===== src/rtl/segment_link_rx.sv =====
// segment_link_rx: receiver for the 3-wire Sftclk/Lchclk/SDout shift-and-latch serial link.
//
// Oversamples the link wires on clk, shifts SD in MSB first on each Sftclk rise,
// and on each Lchclk rise either publishes the word (dout_rdy pulse) or flags a
// badly framed word (frame_err pulse, err_cnt++).
//
// Optional feature macro: SR_RX_TIMEOUT_EN -- drop a partial frame after
// TIMEOUT_CYC clk cycles without any link edge.
//
// Ports:
//   clk        system clock
//   rst_n      asynchronous reset, active low
//   sftclk_in  link shift clock (asynchronous)
//   lchclk_in  link latch clock (asynchronous)
//   sd_in      link serial data (asynchronous)
//   dout       last correctly framed word
//   dout_rdy   1-cycle pulse, dout updated
//   frame_err  1-cycle pulse, short/long/empty/timed-out frame
//   err_cnt    saturating count of frame_err pulses
//   busy       high while a frame is being shifted in
module segment_link_rx #(
    parameter int WIDTH       = 16,
    parameter int SYNC_STAGES = 2,
    parameter int TIMEOUT_CYC = 4096
) (
    input  logic             clk,
    input  logic             rst_n,
    input  logic             sftclk_in,
    input  logic             lchclk_in,
    input  logic             sd_in,
    output logic [WIDTH-1:0] dout,
    output logic             dout_rdy,
    output logic             frame_err,
    output logic [7:0]       err_cnt,
    output logic             busy
);
    localparam int CW = $clog2(WIDTH + 2);
    localparam logic [CW-1:0] FULL = CW'(WIDTH);
    localparam logic [CW-1:0] OVER = CW'(WIDTH + 1);

    typedef enum logic {IDLE, SHIFT} state_t;

    logic [SYNC_STAGES-1:0] sft_sync_q, lch_sync_q, sd_sync_q;
    logic                   sft_hist_q, lch_hist_q;
    logic                   sft_rise, lch_rise, sd_sync;

    state_t           state_q, state_d;
    logic [WIDTH-1:0] shift_q, shift_d, dout_q, dout_d;
    logic [CW-1:0]    cnt_q, cnt_d;
    logic [7:0]       ecnt_q, ecnt_d;
    logic             rdy_q, rdy_d, err_q, err_d, busy_q;

`ifdef SR_RX_TIMEOUT_EN
    localparam int IW = (TIMEOUT_CYC > 1) ? $clog2(TIMEOUT_CYC) : 1;
    localparam logic [IW-1:0] TO_LAST = IW'(TIMEOUT_CYC - 1);
    logic [IW-1:0] idle_q, idle_d;
`else
    logic unused_timeout;
    assign unused_timeout = ^TIMEOUT_CYC;
`endif

    assign sft_rise = sft_sync_q[SYNC_STAGES-1] & ~sft_hist_q;
    assign lch_rise = lch_sync_q[SYNC_STAGES-1] & ~lch_hist_q;
    assign sd_sync  = sd_sync_q[SYNC_STAGES-1];

    always_comb begin
        state_d = state_q;
        shift_d = shift_q;
        cnt_d   = cnt_q;
        dout_d  = dout_q;
        ecnt_d  = ecnt_q;
        rdy_d   = 1'b0;
        err_d   = 1'b0;
        // Latch evaluates the pre-shift frame even when a shift arrives in the same cycle.
        if (lch_rise) begin
            if (cnt_q == FULL) begin
                dout_d = shift_q;
                rdy_d  = 1'b1;
            end else begin
                err_d = 1'b1;
            end
            cnt_d   = '0;
            state_d = IDLE;
        end
        // A shift always leaves us in SHIFT; coincident with a latch it opens the next frame.
        if (sft_rise) begin
            shift_d = {shift_q[WIDTH-2:0], sd_sync};
            cnt_d   = (lch_rise || state_q == IDLE) ? CW'(1) :
                      (cnt_q == OVER) ? OVER : cnt_q + CW'(1);
            state_d = SHIFT;
        end
`ifdef SR_RX_TIMEOUT_EN
        idle_d = idle_q;
        if (sft_rise || lch_rise || state_q == IDLE) begin
            idle_d = '0;
        end else if (idle_q == TO_LAST) begin
            idle_d  = '0;
            err_d   = 1'b1;
            cnt_d   = '0;
            state_d = IDLE;
        end else begin
            idle_d = idle_q + IW'(1);
        end
`endif
        if (err_d && ecnt_q != 8'hFF) ecnt_d = ecnt_q + 8'd1;
    end

    always_ff @(posedge clk or negedge rst_n) begin
        if (!rst_n) begin
            sft_sync_q <= '0;
            lch_sync_q <= '0;
            sd_sync_q  <= '0;
            sft_hist_q <= 1'b0;
            lch_hist_q <= 1'b0;
            state_q    <= IDLE;
            shift_q    <= '0;
            cnt_q      <= '0;
            dout_q     <= '0;
            ecnt_q     <= '0;
            rdy_q      <= 1'b0;
            err_q      <= 1'b0;
            busy_q     <= 1'b0;
`ifdef SR_RX_TIMEOUT_EN
            idle_q     <= '0;
`endif
        end else begin
            sft_sync_q <= {sft_sync_q[SYNC_STAGES-2:0], sftclk_in};
            lch_sync_q <= {lch_sync_q[SYNC_STAGES-2:0], lchclk_in};
            sd_sync_q  <= {sd_sync_q[SYNC_STAGES-2:0], sd_in};
            sft_hist_q <= sft_sync_q[SYNC_STAGES-1];
            lch_hist_q <= lch_sync_q[SYNC_STAGES-1];
            state_q    <= state_d;
            shift_q    <= shift_d;
            cnt_q      <= cnt_d;
            dout_q     <= dout_d;
            ecnt_q     <= ecnt_d;
            rdy_q      <= rdy_d;
            err_q      <= err_d;
            busy_q     <= (state_d == SHIFT);
`ifdef SR_RX_TIMEOUT_EN
            idle_q     <= idle_d;
`endif
        end
    end

    assign dout      = dout_q;
    assign dout_rdy  = rdy_q;
    assign frame_err = err_q;
    assign err_cnt   = ecnt_q;
    assign busy      = busy_q;
endmodule


===== config.mk =====
export PLATFORM = sky130hd
export DESIGN_NAME = segment_link_rx
export DESIGN_NICKNAME = d
export VERILOG_FILES = /design/src/rtl/segment_link_rx.sv
export SDC_FILE = /design/constraint.sdc
export NUM_CORES = 1
export LEC_CHECK = 0
export CORE_ASPECT_RATIO = 0.75
export CORE_MARGIN = 2
export CORE_UTILIZATION = 39
export CTS_CLUSTER_DIAMETER = 50
export DETAILED_ROUTE_END_ITERATION = 8
export GPL_ROUTABILITY_DRIVEN = 1
export GPL_TIMING_DRIVEN = 1
export PLACE_DENSITY = 0.67
export SYNTH_ARGS = -nofsm -noshare
export SYNTH_HDL_FRONTEND = slang
export SYNTH_SLANG_ARGS = --single-unit

===== constraint.sdc =====
create_clock -name clk -period 3.7 [get_ports clk]
set_clock_uncertainty 0.2 [all_clocks]
set_input_delay 0.74 -clock clk [delete_from_list [all_inputs] [get_ports clk]]
set_output_delay 0.74 -clock clk [all_outputs]
set_load 0.05 [all_outputs]

---- Word level (Yosys, flattened, before mapping) ----
Cells that the tools add are included.
W data, S select, Z words.
word-level totals
  flip-flop bits (word level) ............. 56
cells by class
  bitwise gates (word level) .............. 5
  multiplexer cells ....................... 10
  add/subtract/negate cells ............... 2
  eq/ne operators ......................... 3
  reductions and logical operators ........ 4
operators with widths
  cell                   number
  $mux W5                4
  $eq A5 B5 Y1 const B   2
  $add A8 B1 Y8 const B  1
  $ne A8 B8 Y1 const B   1
  $mux W1                6
  $add A5 B1 Y5 const B  1
  $not A1 Y1             3
  $and A1 B1 Y1          2
  $reduce_and A2 Y1      1
  $reduce_bool A2 Y1     1
  $logic_and A1 B1 Y1    1
  $logic_or A1 B1 Y1     1

---- Depth between registers and ports, before layout ----
Gate-level depths: netlist of run 1.
  depth in word-level cells ............... 5
  mapped depth ............................ 7

---- Worst setup path after synthesis of run 1 ----
OpenSTA, ideal clock, no wires.
  path type ............................... register to register
  from .................................... reg ecnt_q[2] (netlist: err_cnt[2])
  to ...................................... reg ecnt_q[1] (netlist: err_cnt[1])
  period minus slack after synthesis ...... 1.911 ns
  setup time .............................. 0.128 ns
  arrival time ............................ 1.584 ns
  cell stages (with the launch flop) ...... 5
  path buffers ............................ 0
  setup slack ............................. 1.789 ns
  path through ............................ dfrtp_1 > and4_1 > nand4_1 > nand2_1 > mux2_1
on the way
  word-level cells in the longest chain between the ends .. 2
RTL lines
  item                      line  RTL
  start: declaration        50    logic [7:0] ecnt_q, ecnt_d;
  start signal: assignment  136   ecnt_q <= ecnt_d;
  $ne A8 B8 Y1              105   if (err_d && ecnt_q != 8'hFF) ecnt_d = ecnt_q + 8'd1;
  $logic_and A1 B1 Y1       105
No other way between the ends.
A chain may end at the register's enable or synchronous reset.

---- Worst setup path after layout of run 1 ----
  from .................................... reg ecnt_q[2] (netlist: err_cnt[2])
  to ...................................... out err_cnt[2]
RTL lines
  item              line  RTL
  end: declaration  34    output logic [7:0] err_cnt,
No word-level cell between the ends.

==> impl_metrics.toml, run 1 <==
[status]
status = "complete, no violations"

[worst_hold_path]
hp-class = "reg2reg"

[critical_path]
crit_required_ps = 2760
crit_type = "reg2out"
crit_slowest_cell = "clkdlybuf4s50_1"
crit_arrival_ps = 1580
cp_max_fo = 7
cp_cell_sequence = "clkdlybuf4s50_1"
critPathLaunchType = "register"
end_kind = "output pin"
cp_top_family = "buffers and inverters"
slowest_delay_ps = 830
cp.buffers_inverters = 1

[route]
wire_per_inst_um = 12.50
vias = 1471
antenna_left = 0
via_per_inst = 4.855
drt_first_pass_iters = 4
drc = 0
routed_wl_um = 3786
drtIter0Drc = 95

[floorplan]
die_w_um = 91.63
initial_utilization = 0.4129
core-area_um2 = 5439
dieHeight_um = 69.72
ios = 32
dieArea_um2 = 6388
core.rowCount = 23

[cts]
clockBufferDepth = 2
clkLatencyLatePin_ps = 310
numCtsBuffers = 5
clk_pin_slew_ps = 90
ctsResizeCount = 0
root_buffer = "clkbuf_8"
postCtsHoldBufs = 0
cts_sinks = 56
cts_tree = "yes"
cts_setup_buffers = 0
htreeDepth = 2

[grt]
antenna_found_initial = 0
grt_overflow = 0
grt_pass1_wl_um = 6472
grt_usage = 0.1292
grt_max_degree = 32
first_global_vias = 1366

[finish]
nets = 236
drive_gt1_frac = 0.1491
area_growth_pct = 21.23
antenna_cells = 0
final_util = 0.5006

[power]
leakage_uw = 0.001321
power.total_uw = 1466
vdd_drop_max_mv = 0.2265
powerDensity_nw_per_um2 = 538.3

[sta]
period_needed_ps = 2519
slew_violations = 0
hold_viol = 0
fin_tns_setup_ps = 0
max_freq_mhz = 397.0
max-slew-margin-rel = 0.4450
worst_slack_ps = 1181
worst_pin_slew_ps = 832.5
setup_viol = 0
rsz0062_at_grt = "no"
timing.final.crit_share = 0.6807

[synth]
avgSynthCellArea_um2 = 11.64
synth_edf_count = 0
synth-async-reset-ratio = 1.000
synthesis.nets = 202
ys_ff_latch = 56
ys.flop_type = "dfrtp_1"
syn_inst = 193
synth_warnings = 0
synthDistinctLibCells = 30
syn_area_um2 = 2246
synth_seq_area_share = 0.6240

[placement]
hpwl_um = 2546
io_buffers = 31
place_ws_ps = 1524
gp_congestion = 0.7822

[flow_run]
drv_cap = 0
-- layout by cell type, fill, tap and decap left out --
| cell type | netlist | routed |
|---|---|---|
| dfrtp_1 | 56 | 56 |
| nand2_1 | 55 | 55 |
| clkdlybuf4s50_1 | 0 | 30 |
| mux2_2 | 18 | 18 |
| nand3_1 | 9 | 9 |
| a21oi_1 | 7 | 7 |
| clkbuf_8 | 0 | 6 |
| inv_1 | 5 | 5 |
| ha_1 | 4 | 4 |
| nor2b_1 | 3 | 3 |
| nor2_1 | 3 | 3 |
| a31oi_1 | 3 | 3 |
| nand4_1 | 3 | 3 |
| buf_4 | 0 | 3 |
| nand2b_1 | 2 | 2 |
| and3_1 | 2 | 2 |
| o21ai_0 | 2 | 2 |
| mux2_1 | 2 | 2 |
| clkinvlp_4 | 0 | 2 |
| and4bb_4 | 1 | 1 |
| nor2b_4 | 1 | 1 |
| nand2_4 | 1 | 1 |
| nor3b_1 | 1 | 1 |
| nand4b_1 | 1 | 1 |
| o21a_1 | 1 | 1 |
| and4_1 | 1 | 1 |
| a41oi_1 | 1 | 1 |
| and2_1 | 1 | 1 |
| mux2_4 | 1 | 1 |
| xnor2_1 | 1 | 1 |
| nor4_1 | 1 | 1 |
| buf_2 | 1 | 1 |
-- state kept, by name (all words and copies together), names as in the netlist --
| register | cells |
|---|---|
| lch_sync_q | 2 |
| cnt_q | 5 |
| sft_hist_q | 1 |
| busy | 1 |
| dout_rdy | 1 |
| frame_err | 1 |
| sft_sync_q | 2 |
| dout | 16 |
| lch_hist_q | 1 |
| shift_q | 16 |
| err_cnt | 8 |
| sd_sync_q | 2 |
-- cell families after synthesis --
| kind of cell | after synthesis | synth area share |
|---|---|---|
| and+or+nand+nor | 85 | 0.1799 |
| DFF | 56 | 0.6240 |
| muxes | 21 | 0.1070 |
| AOI/OAI and AO/OA | 14 | 0.03566 |
| buffers and inverters | 12 | 0.02729 |
| adders and majority gates | 4 | 0.02229 |
| xor gates and xnor gates | 1 | 0.003900 |
-- cells in the mapped netlist (2+ instances only) --
| cell | n | area share |
|---|---|---|
| dfrtp_1 | 56 | 0.62 |
| nand2_1 | 55 | 0.092 |
| mux2_2 | 18 | 0.090 |
| nand3_1 | 9 | 0.020 |
| a21oi_1 | 7 | 0.016 |
| inv_1 | 5 | 0.0084 |
| clkbuf_1 | 4 | 0.0067 |
| ha_1 | 4 | 0.022 |
| a31oi_1 | 3 | 0.0084 |
| nand4_1 | 3 | 0.0084 |
| nor2_1 | 3 | 0.0050 |
| nor2b_1 | 3 | 0.0084 |
| and3_1 | 2 | 0.0056 |
| buf_6 | 2 | 0.010 |
| mux2_1 | 2 | 0.010 |
| nand2b_1 | 2 | 0.0056 |
| o21ai_0 | 2 | 0.0045 |
-- stage by stage --
step,hold slack (ps),instances,instance area (um2)
after floorplan,131.2,193,2246
after global placement,132.8,295,2625
after detailed placement,136.3,295,2625
after CTS,158.1,303,2723
after global routing,168.4,303,2723
final,156.7,303,2723
-- area by class of cell --
cell class,instances,area (um2)
sequential,56,1401
inverter,5,18.77
timing repair buffer,34,327.8
clock buffer,6,82.58
fill,504,2716
tap,75,93.84
multi-input combinational,125,783.3
clock inverter,2,15.01
-- path summary, 6_finish.rpt --
kind	start	to	slack, ps	cells after the start
setup / recovery	err_cnt[2]$_DFFE_PN0P_	err_cnt[2]	1180	1
hold reg to reg	sd_sync_q[0]$_DFF_PN0_	sd_sync_q[1]$_DFF_PN0_	160	0
max in group asynchronous	rst_n	cnt_q[2]$_DFFE_PN0P_	2350	2
hold / removal	sd_sync_q[0]$_DFF_PN0_	sd_sync_q[1]$_DFF_PN0_	160	0
setup reg to reg	lch_sync_q[1]$_DFF_PN0_	err_cnt[4]$_DFFE_PN0P_	1660	4
min in group asynchronous	rst_n	err_cnt[0]$_DFFE_PN0P_	250	1
-- layer usage --
layer  part of all wire  track usage  vias to the layer above
met5                  0            0                        -
met4              0.012      0.04545                        0
met3              0.041      0.04239                        7
met2               0.44       0.1814                       29
met1               0.50       0.1867                      728
li1                   -            -                      707
-- power by group --
part	switching (uW)	leakage [uW]	total [uW]	internal [uW]
registers	76.8	0.000737	766	689
clock network	197	0.0000434	349	152
logic	221	0.000540	351	130
No activity file was read; power rests on OpenSTA's default activity.
==> run 2, diff against run 1 <==
clock period = 2.4 ns   (was 3.7 ns; I/O delays follow)
==> run 2 against run 1 <==
  * Combinational power up 55%
  * Clock power up 100%
  * Critical path depth is the same
  * Register-to-register slack worse by 1200 ps
  * Wire length is 0.79% lower
  * Critical endpoint unchanged
==> impl_metrics.toml, run 2 (synthesis results as in run 1) <==
[sta]
period_needed_ps = 2259
timing.final.crit_share = 0.9412
setup_viol = 0
whs_ps = 158.9
max_freq_mhz = 442.7
max-slew-margin-rel = 0.6259
rsz0062_at_grt = "no"
hold_viol = 0
worst_pin_slew_ps = 561.2
fin_tns_setup_ps = 0
slew_violations = 0

[floorplan]
core.rowCount = 23
core-area_um2 = 5439
initial_utilization = 0.4129
die_w_um = 91.63
dieHeight_um = 69.72
ios = 32
dieArea_um2 = 6388

[route]
vias = 1439
drc = 0
routed_wl_um = 3756
drt_first_pass_iters = 4
dr_wl_met2_um = 1645
via_per_inst = 4.734
top_layer = "met4"
antenna_left = 0
drtIter0Drc = 72
wl_met1_um = 1974
dr_wl_met3_um = 106
wire_per_inst_um = 12.36

[grt]
grt_max_degree = 34
first_global_vias = 1424
grt_overflow = 0
grt_pass1_wl_um = 6568
grt_usage = 0.1306
antenna_found_initial = 0

[cts]
clkLatencyLatePin_ps = 300
clockBufferDepth = 2
htreeDepth = 2
root_buffer = "clkbuf_8"
cts_sinks = 56
numCtsBuffers = 5
cts_tree = "yes"
clk_pin_slew_ps = 100
ctsResizeCount = 0

[critical_path]
crit_slowest_cell = "clkdlybuf4s50_1"
crit_required_ps = 1720
r2r_setup_slack_ps = 480
end_kind = "output pin"
critPathLaunchType = "register"
cp_max_fo = 7
cp_top_family = "buffers and inverters"
cp.buffers_inverters = 1
slowest_delay_ps = 840
cp_cell_sequence = "clkdlybuf4s50_1"
crit_type = "reg2out"
crit_arrival_ps = 1580

[flow_run]
drv_cap = 0

[finish]
antenna_cells = 0
final_cell_mix = "56 x dfrtp_1, 55 x nand2_1, 30 x clkdlybuf4s50_1"
final_common_cell = "dfrtp_1"
final_util = 0.5118
drive_gt1_frac = 0.1485
nFillCells = 475
nets = 238
area_growth_pct = 23.96

[worst_hold_path]
hp-class = "reg2reg"

[placement]
gp_congestion = 0.7804
hpwl_um = 2562
io_buffers = 31

[power]
p_clk_frac = 0.288
p_sw_uw = 742.6
leakage_uw = 0.001356
pwr-share-seq = 0.487
powerDensity_nw_per_um2 = 869.2
p_comb_frac = 0.225
p_sw_frac = 0.3069
intPower_uw = 1677
vdd_drop_max_mv = 0.3030

[status]
status = "complete, no violations"
==> run 2: timing repair <==
action | CTS | global route
setup buffers | 0 | 0
hold buffers | 1 | 0
hold endpoints to repair | 23 | 0
==> run 2: layer usage <==
layer	vias up	global-route usage
met3	4	0.03261
li1	717	-
met1	696	0.1911
met5	-	0
met4	0	0.05724
met2	22	0.1830
==> run 2: power groups by stage <==
stage / clock [uW] / combinational [uW] / sequential [uW]
detailed placement: 0 / 544 / 1200
global route: 768 / 587 / 1200
global placement: 0 / 538 / 1190
finish: 698 / 544 / 1180
floorplan: 0 / 189 / 1360
CTS: 725 / 548 / 1180
==> run 2: worst paths after layout <==
path,from,endpoint,cells past startpoint
worst min register to register,sd_sync_q[0]$_DFF_PN0_,sd_sync_q[1]$_DFF_PN0_,0
min in group asynchronous,rst_n,err_cnt[2]$_DFFE_PN0P_,2
worst min-delay path,sd_sync_q[0]$_DFF_PN0_,sd_sync_q[1]$_DFF_PN0_,0
max in group asynchronous,rst_n,dout[1]$_DFFE_PN0P_,3
worst max register to register,cnt_q[0]$_DFFE_PN0P_,err_cnt[1]$_DFFE_PN0P_,6
worst max-delay path,err_cnt[2]$_DFFE_PN0P_,err_cnt[2],1
==> run 2: final cells by class <==
| type | instances | area, um2 | share of cell area |
|---|---|---|---|
| clock inverter | 2 | 60.06 | 0.02157 |
| clock buffer | 5 | 68.82 | 0.02472 |
| sequential | 56 | 1401 | 0.5034 |
| inverter | 5 | 18.77 | 0.006742 |
| timing repair buffer | 36 | 357.8 | 0.1285 |
| multi-input combinational | 125 | 783.3 | 0.2813 |
| tap | 75 | 93.84 | 0.03371 |
==> run 2: worst reg2reg max path: stages, from the launching register on <==
cell and delay, ps:
dfrtp_1 410, inv_1 80, ha_1 200, and4bb_4 220, nor2b_4 230, nand2_1 150, mux2_1 330
==> run 2: stage by stage <==
step / instances / power, uW / setup WS (ps) / cell area (um2)
finish: 304 / 2420 / 141.2 / 2784
global route: 304 / 2560 / 53.27 / 2784
floorplan: 193 / 1544 / 488.7 / 2246
global placement: 296 / 1728 / 505.6 / 2645
CTS: 304 / 2452 / 125.2 / 2784
detailed placement: 296 / 1743 / 473.4 / 2645
==> run 3, diff against run 2 <==
CORE_UTILIZATION = 53   (was 39)
PLACE_DENSITY = 0.85   (was 0.67)
==> run 3 against run 2 <==
  * Critical path depth unchanged
  * Fmax about the same
  * Power down 3.0%
  * Global-route usage up 2.7 points
  * Worst hold slack worse by 4.1 ps
  * Die area down 25%
  * Cell count down 6.3%
  * Clock power down 11%
  * Setup slack about the same
  * Combinational power about the same
  * Register-to-register slack about the same
  * Largest cell class unchanged
==> impl_metrics.toml, run 3 (synthesis results as in run 1) <==
[cts]
htreeDepth = 2
clkLatencyLatePin_ps = 300
clockBufferDepth = 2
cts_setup_buffers = 0
cts_sinks = 56
clk_pin_slew_ps = 90
root_buffer = "clkbuf_8"
cts_tree = "yes"
numCtsBuffers = 5

[route]
via_per_inst = 5.196
drt_first_pass_iters = 4
drc = 0
routed_wl_um = 3527
antenna_left = 0
wire_per_inst_um = 12.38
vias = 1481
drtIter0Drc = 49

[status]
status = "complete, no violations"

[grt]
first_global_vias = 1235
grt_usage = 0.1577
grt_overflow = 0
antenna_found_initial = 0
grt_max_degree = 57
grt_pass1_wl_um = 5775

[power]
leakage_uw = 0.001353
intPower_uw = 1608
p_clk_frac = 0.265
pwr-share-seq = 0.504
p_sw_uw = 738.1
powerDensity_nw_per_um2 = 852.8
p_comb_frac = 0.231
vdd_drop_max_mv = 0.9996
p_sw_frac = 0.3146
power.total_uw = 2346

[critical_path]
end_kind = "output pin"
cp_cell_sequence = "clkdlybuf4s50_1"
slowest_delay_ps = 850
critPathLaunchType = "register"
crit_arrival_ps = 1580
crit_cells = 1
cp_top_family = "buffers and inverters"
crit_slowest_cell = "clkdlybuf4s50_1"
crit_required_ps = 1720
cp_max_fo = 6
crit_type = "reg2out"
r2r_cells = 6
cp.buffers_inverters = 1

[floorplan]
die_w_um = 79.17
dieHeight_um = 60.38
core-area_um2 = 4054
ios = 32
initial_utilization = 0.5540
dieArea_um2 = 4780
core.rowCount = 20

[finish]
drive_gt1_frac = 0.1522
nets = 238
antenna_cells = 0
area_growth_pct = 22.51
final_cell_mix = "56 x dfrtp_1, 55 x nand2_1, 30 x clkdlybuf4s50_1"
final_cell_area_um2 = 2751
final_common_cell = "dfrtp_1"

[sta]
setup_viol = 0
timing.final.crit_share = 0.9413
hold_viol = 0
fin_tns_setup_ps = 0
max_freq_mhz = 442.6
worst_pin_slew_ps = 509.8
whs_ps = 154.8
slew_violations = 0
rsz0062_at_grt = "no"
period_needed_ps = 2259
max-slew-margin-rel = 0.6590

[flow_run]
drv_cap = 0

[placement]
io_buffers = 31
placed_cell_area_um2 = 2620
gp_congestion = 0.8503
hpwl_um = 2317

[worst_hold_path]
hp-class = "reg2reg"
whs_path_depth = 0
## run 3: cell types whose count changed in the layout (fill, tap and decap cells not counted), sizes merged
cell	previous run	this run
bufinv	2	1
clkbuf	5	6
clkinv	0	1
## run 3: cell type report
type	count	area (um2)
Clock buffer	6	82.58
Sequential cell	56	1401
Timing Repair Buffer	36	357.8
Inverter	5	18.77
Fill cell	322	1303
Multi-Input combinational cell	125	783.3
Clock inverter	2	38.79
Tap cell	55	68.82
## run 3: stage by stage
stage                     cells    util  setup WS, ps
after global placement      276  0.6463         490.3
after global routing        285  0.6787         61.74
final                       285  0.6787         140.8
after detailed placement    276  0.6463         470.7
after floorplan             193       -         488.7
after CTS                   285  0.6787         110.4
## run 3: what timing repair did
action / in CTS / in global routing
hold buffers: 1 / 0
endpoints found under the hold margin: 56 / 0
gates resized for setup: 0 / 0
## run 3: power by group through the flow
stage                     clock network, uW  logic (uW)  registers (uW)
after floorplan                           0         189            1360
after global placement                    0         531            1190
after detailed placement                  0         543            1200
after CTS                               656         548            1180
after global routing                    692         586            1200
final                                   623         542            1180
## run 3: path summary, 6_finish.rpt
check / end / from / slack, ps
min: sft_sync_q[1]$_DFF_PN0_ / sft_sync_q[0]$_DFF_PN0_ / 150
min in group asynchronous: dout[4]$_DFFE_PN0P_ / rst_n / 490
min reg2reg: sft_sync_q[1]$_DFF_PN0_ / sft_sync_q[0]$_DFF_PN0_ / 150
max in group asynchronous: cnt_q[4]$_DFFE_PN0P_ / rst_n / 1240
max reg2reg: err_cnt[4]$_DFFE_PN0P_ / cnt_q[0]$_DFFE_PN0P_ / 480
max: err_cnt[7] / err_cnt[7]$_DFFE_PN0P_ / 140
## run 3: routing by layer
metal	vias up	GRT usage	routed length, um
met5	-	0	0
met4	0	0.05172	12
met3	2	0.04464	151
met2	28	0.2385	1590
met1	725	0.2259	1771
li1	726	-	-
